===== config.mk =====
export PLATFORM = sky130hd
export DESIGN_NAME = lsu_mem_ctrl
export DESIGN_NICKNAME = d
export VERILOG_FILES = /design/src/rtl/lsu_mem_ctrl.sv
export SDC_FILE = /design/constraint.sdc
export NUM_CORES = 1
export LEC_CHECK = 0
export CAP_MARGIN = 30
export CORE_MARGIN = 2
export CORE_UTILIZATION = 41
export CTS_BUF_LIST = sky130_fd_sc_hd__clkbuf_2 sky130_fd_sc_hd__clkbuf_4 sky130_fd_sc_hd__clkbuf_8
export DETAILED_ROUTE_END_ITERATION = 10
export PLACE_DENSITY = 0.86
export SLEW_MARGIN = 10
export SYNTH_ARGS = -nofsm -noshare
export SYNTH_HDL_FRONTEND = slang
export SYNTH_SLANG_ARGS = --single-unit
export TNS_END_PERCENT = 20

===== constraint.sdc =====
create_clock -name clk -period 4.2 [get_ports clk]
set_input_delay 0.84 -clock clk [delete_from_list [all_inputs] [get_ports clk]]
set_output_delay 0.84 -clock clk [all_outputs]
set_load 0.005 [all_outputs]

===== src/rtl/lsu_mem_ctrl.sv =====
// Load/store initiator that drives a single-port data memory for the MEM stage.
// Define LSU_SUBWORD_EN to enable byte/half accesses (read-modify-write stores, extended loads).
module lsu_mem_ctrl #(
    parameter int READ_LATENCY = 1
) (
    input  logic        clk,
    input  logic        rst,
    input  logic        req_valid,
    output logic        req_ready,
    input  logic        req_we,
    input  logic [1:0]  req_size,
    input  logic        req_signed,
    input  logic [31:0] req_addr,
    input  logic [31:0] req_wdata,
    output logic        resp_valid,
    output logic        resp_err,
    output logic [31:0] resp_rdata,
    output logic [31:0] mem_address,
    output logic [31:0] data_in,
    output logic        mem_read,
    output logic        mem_write,
    input  logic [31:0] data_out
);

    typedef enum logic [1:0] {IDLE, READ, WRITE, RESP} state_t;

    localparam logic [3:0] CNT_INIT = 4'(READ_LATENCY - 1);

    state_t      state_q, state_d;
    logic [3:0]  cnt_q, cnt_d;
    logic        err_q, err_d;
    logic [31:0] resp_rdata_q, resp_rdata_d;
    logic [31:0] mem_address_q, mem_address_d;
    logic [31:0] data_in_q, data_in_d;
    logic        accept;

    function automatic logic req_bad(input logic [1:0] size, input logic [1:0] lane);
`ifdef LSU_SUBWORD_EN
        case (size)
            2'b01:   req_bad = lane[0];
            2'b10:   req_bad = (lane != 2'b00);
            2'b11:   req_bad = 1'b1;
            default: req_bad = 1'b0;
        endcase
`else
        req_bad = (size != 2'b10) || (lane != 2'b00);
`endif
    endfunction

`ifdef LSU_SUBWORD_EN
    logic        we_q, we_d;
    logic        sgn_q, sgn_d;
    logic [1:0]  size_q, size_d;
    logic [1:0]  lane_q, lane_d;
    logic [15:0] wdata_q, wdata_d;

    // Replace only the addressed byte/half of the old word.
    function automatic logic [31:0] merge_lane(input logic [31:0] old_word, input logic [15:0] wd,
                                               input logic [1:0] size, input logic [1:0] lane);
        logic [31:0] r;
        r = old_word;
        if (size == 2'b00)
            r[{lane, 3'b000} +: 8] = wd[7:0];
        else
            r[{lane[1], 4'b0000} +: 16] = wd;
        return r;
    endfunction

    function automatic logic [31:0] extend_load(input logic [31:0] word, input logic [1:0] size,
                                                input logic [1:0] lane, input logic sgn);
        logic [7:0]  b;
        logic [15:0] h;
        b = word[{lane, 3'b000} +: 8];
        h = word[{lane[1], 4'b0000} +: 16];
        case (size)
            2'b00:   return {{24{sgn & b[7]}}, b};
            2'b01:   return {{16{sgn & h[15]}}, h};
            default: return word;
        endcase
    endfunction
`else
    logic unused_signed;
    assign unused_signed = req_signed;
`endif

    assign accept = req_valid && (state_q == IDLE);

    always_comb begin
        state_d       = state_q;
        cnt_d         = cnt_q;
        err_d         = err_q;
        resp_rdata_d  = resp_rdata_q;
        mem_address_d = mem_address_q;
        data_in_d     = data_in_q;
`ifdef LSU_SUBWORD_EN
        we_d    = we_q;
        sgn_d   = sgn_q;
        size_d  = size_q;
        lane_d  = lane_q;
        wdata_d = wdata_q;
`endif
        case (state_q)
            IDLE: begin
                if (accept) begin
                    mem_address_d = {2'b00, req_addr[31:2]};
                    err_d         = 1'b0;
`ifdef LSU_SUBWORD_EN
                    we_d    = req_we;
                    sgn_d   = req_signed;
                    size_d  = req_size;
                    lane_d  = req_addr[1:0];
                    wdata_d = req_wdata[15:0];
`endif
                    if (req_bad(req_size, req_addr[1:0])) begin
                        err_d   = 1'b1;
                        state_d = RESP;
                    end else if (req_we && (req_size == 2'b10)) begin
                        data_in_d = req_wdata;
                        state_d   = WRITE;
                    end else begin
                        cnt_d   = CNT_INIT;
                        state_d = READ;
                    end
                end
            end
            READ: begin
                if (cnt_q == 4'd0) begin
`ifdef LSU_SUBWORD_EN
                    if (we_q) begin
                        data_in_d = merge_lane(data_out, wdata_q, size_q, lane_q);
                        state_d   = WRITE;
                    end else begin
                        resp_rdata_d = extend_load(data_out, size_q, lane_q, sgn_q);
                        state_d      = RESP;
                    end
`else
                    resp_rdata_d = data_out;
                    state_d      = RESP;
`endif
                end else begin
                    cnt_d = cnt_q - 4'd1;
                end
            end
            WRITE:   state_d = RESP;
            default: state_d = IDLE;
        endcase
    end

    always_ff @(posedge clk or posedge rst) begin
        if (rst) begin
            state_q       <= IDLE;
            cnt_q         <= '0;
            err_q         <= 1'b0;
            resp_rdata_q  <= '0;
            mem_address_q <= '0;
            data_in_q     <= '0;
        end else begin
            state_q       <= state_d;
            cnt_q         <= cnt_d;
            err_q         <= err_d;
            resp_rdata_q  <= resp_rdata_d;
            mem_address_q <= mem_address_d;
            data_in_q     <= data_in_d;
        end
    end

`ifdef LSU_SUBWORD_EN
    always_ff @(posedge clk) begin
        we_q    <= we_d;
        sgn_q   <= sgn_d;
        size_q  <= size_d;
        lane_q  <= lane_d;
        wdata_q <= wdata_d;
    end
`endif

    // Strobes decode straight from state so an async reset drops them immediately.
    assign req_ready   = (state_q == IDLE);
    assign mem_read    = (state_q == READ);
    assign mem_write   = (state_q == WRITE);
    assign resp_valid  = (state_q == RESP);
    assign resp_err    = (state_q == RESP) && err_q;
    assign resp_rdata  = resp_rdata_q;
    assign mem_address = mem_address_q;
    assign data_in     = data_in_q;

endmodule


==> reports/qor.yml <==
run_status:
  status: "completed"
grt:
  grt_pass1_vias: 3017
  grt_pass1_wl_mm: 14.9
  groute.usage.overall_pct: 18.6
  overflow: 0
  grt_start_max_net_pins: 58
  antenna_found_initial: 0
clocking:
  clk_latency_ns: 0.35
  clkTransAtPathRegs_ns: 0.09
  cts.sinks: 101
  postCtsSetupBuffers: 0
  cts_tree: "yes"
  root_buffer: "clkbuf_8"
  hold_buffers: 0
  htreeDepth: 3
  cts_buffer_depth: 2
  numCtsBuffers: 9
  cts_resized: 0
sta:
  rsz0062_at_grt: "no"
  setup_tns_ns: 0
  fin_skew_ns: 0.00839
  drv_slew: 0
  hold-worst-slack_ns: 0.509
  setup_viol: 0
  maxClockFrequency_mhz: 381
  min_period_ns: 2.62
  period_share_pct: 62.4
  hold_violations: 0
  setup_slack_ns: 1.58
hold_path:
  hold_class: "reg -> reg"
synthesis:
  synth.area.mux_share_pct: 27.2
  seq_area_frac_synth_pct: 63.7
  synth_compound_area_share_pct: 1.80
  ys_seq_elements: 101
  synthAdderAreaFrac_pct: 1.58
  synth_largest_area_cell: "dfrtp_1"
  yosys_warnings: 0
  synth_xor_area_share_pct: 0
  synth_cell_types: 28
  yosys-top-cells-area: "dfrtp_1, mux2_2, ha_1"
  avgSynthCellArea_sq_um: 15.6
  synth_top_family_by_area: "multiplexers"
  yosys.area_share.simple_pct: 3.41
  syn_area_sq_um: 3970
  synth_top_cell_area_share_pct: 63.7
  synthCells: 255
placement:
  place_inst: 577
  hpwlAfterDp_mm: 7.26
  dp_slack_ns: 1.39
  port_buffers: 200
  globalplace.congestion: 0.785
critical_path:
  cp_top_family: "buffers and inverters"
  critical_path_required_ns: 3.36
  path_class: "reg -> out"
  path_buf_inv: 2
  cp.arrival_ns: 1.78
  crit_chain: "inv_1 -> ha_1 -> clkdlybuf4s50_1"
  crit_path_end_kind: "output port"
  cp_max_fo: 9
  max_stage_delay_ns: 0.57
  reg2reg_slack_ns: 2.13
  start_kind: "flop"
  cp_slowest_cell: "clkdlybuf4s50_1"
floorplan:
  die_width_um: 102
  fp.coreArea_sq_um: 9330
  io_pins: 204
  die-area_sq_um: 10500
  die_h_um: 102
  rows: 35
  start_util_pct: 42.5
power:
  power.total_uw: 4070
  clkPwrFrac_pct: 16.0
  vdd_drop_max_v: 0.000373
  switching_share_pct: 27.3
  p_sw_uw: 1110
  leakagePower_uw: 0.00274
  seqPwrFrac_pct: 39.5
  internal_power_uw: 2960
  power-per-cell-area_nw_per_um2: 641
  power_frac_comb_pct: 44.5
drt:
  drc_errors: 0
  drt_iter0_drc: 59
  firstDrtPassIters: 4
  vias: 2796
  viasPerCell: 4.73
  wl_per_cell_um: 16.1
  ant_nets: 0
  finalWirelength_mm: 9.51
cells_and_area:
  instances_no_fill: 591
  fin_nets: 567
  final_common_cell: "clkdlybuf4s50_1"
  antenna_cells: 0
  final_layout_size_suffix_gt1_share_pct: 25.1
  area_delta_synth_final_pct: 60.1
  num-fill-cells: 701
  layout_common_cells: "clkdlybuf4s50_1, dfrtp_1, mux2_2"
job:
  cap_violations: 0
## cell type report
class	instances	area, sq um	share of cell area (%)
well taps	129	161	2.54
multi-input cells	135	1370	21.6
inverters	7	28.8	0.453
clock inverters	4	75.1	1.18
clock buffers	10	131	2.07
repair buffers	205	2060	32.4
flip-flops and latches	101	2530	39.8
## synthesized netlist by cell type (all sizes together)
cell type  count
mux2          94
and2           1
inv            7
nand3b         1
nand2          7
nand4          1
nor4bb         1
nor3           2
a211o          1
o21bai         1
a21oi          1
nor3b          1
nor4b          1
or3b           1
conb           1
nand4b         1
dfrtp        101
o31ai          3
mux2i          2
ha             5
buf           10
nand2b         2
a21boi         1
o21ai          4
nor2           2
clkbuf         3
## power groups by stage
| stage | sequential, uW | clock, uW | combinational [uW] |
|---|---|---|---|
| final | 1610 | 651 | 1810 |
| after global routing | 1660 | 712 | 1960 |
| after CTS | 1610 | 670 | 1850 |
| after detailed placement | 1630 | 0 | 1830 |
| after global placement | 1590 | 0 | 1780 |
| after floorplan | 1640 | 0 | 719 |
## sequential cells by signal, summed over array words and instances, names as in the netlist
name and flops:
mem_address 30, cnt_q 4, state_q 2, resp_rdata 32, data_in 32, err_q 1
## routing by layer
| layer | up-vias | part of all wire, % | global-route usage [%] |
|---|---|---|---|
| met5 | - | 0 | 0 |
| met4 | 0 | 1.8 | 6.67 |
| met3 | 15 | 7.2 | 5.27 |
| met2 | 110 | 54 | 33.0 |
| met1 | 1383 | 37 | 21.6 |
| li1 | 1288 | - | - |
## through the flow
step	instance area (sq um)	util, %
4_1_cts	6350	68.1
3_3_place_gp	6120	65.6
2_1_floorplan	3970	-
5_1_grt	6350	68.1
6_report	6350	68.1
3_5_place_dp	6150	65.9
## worst paths after layout
check,endpoint,from,cells after the start
min reg2reg,data_in[0],data_in[0],1
min in group asynchronous,data_in[29],rst,2
max in group asynchronous,resp_rdata[31],rst,3
max reg2reg,cnt_q[3],state_q[1],6
min,data_in[0],data_in[0],1
max,mem_read,state_q[1],3
## cell families after synthesis
logic type                 after synthesis
adders and majority gates                5
other                                    1
DFF                                    101
muxes                                   96
and+or+nand+nor                         21
buffers and inverters                   20
AOI/OAI and AO/OA                       11
Note: power is estimated with default switching activity, not from simulation.
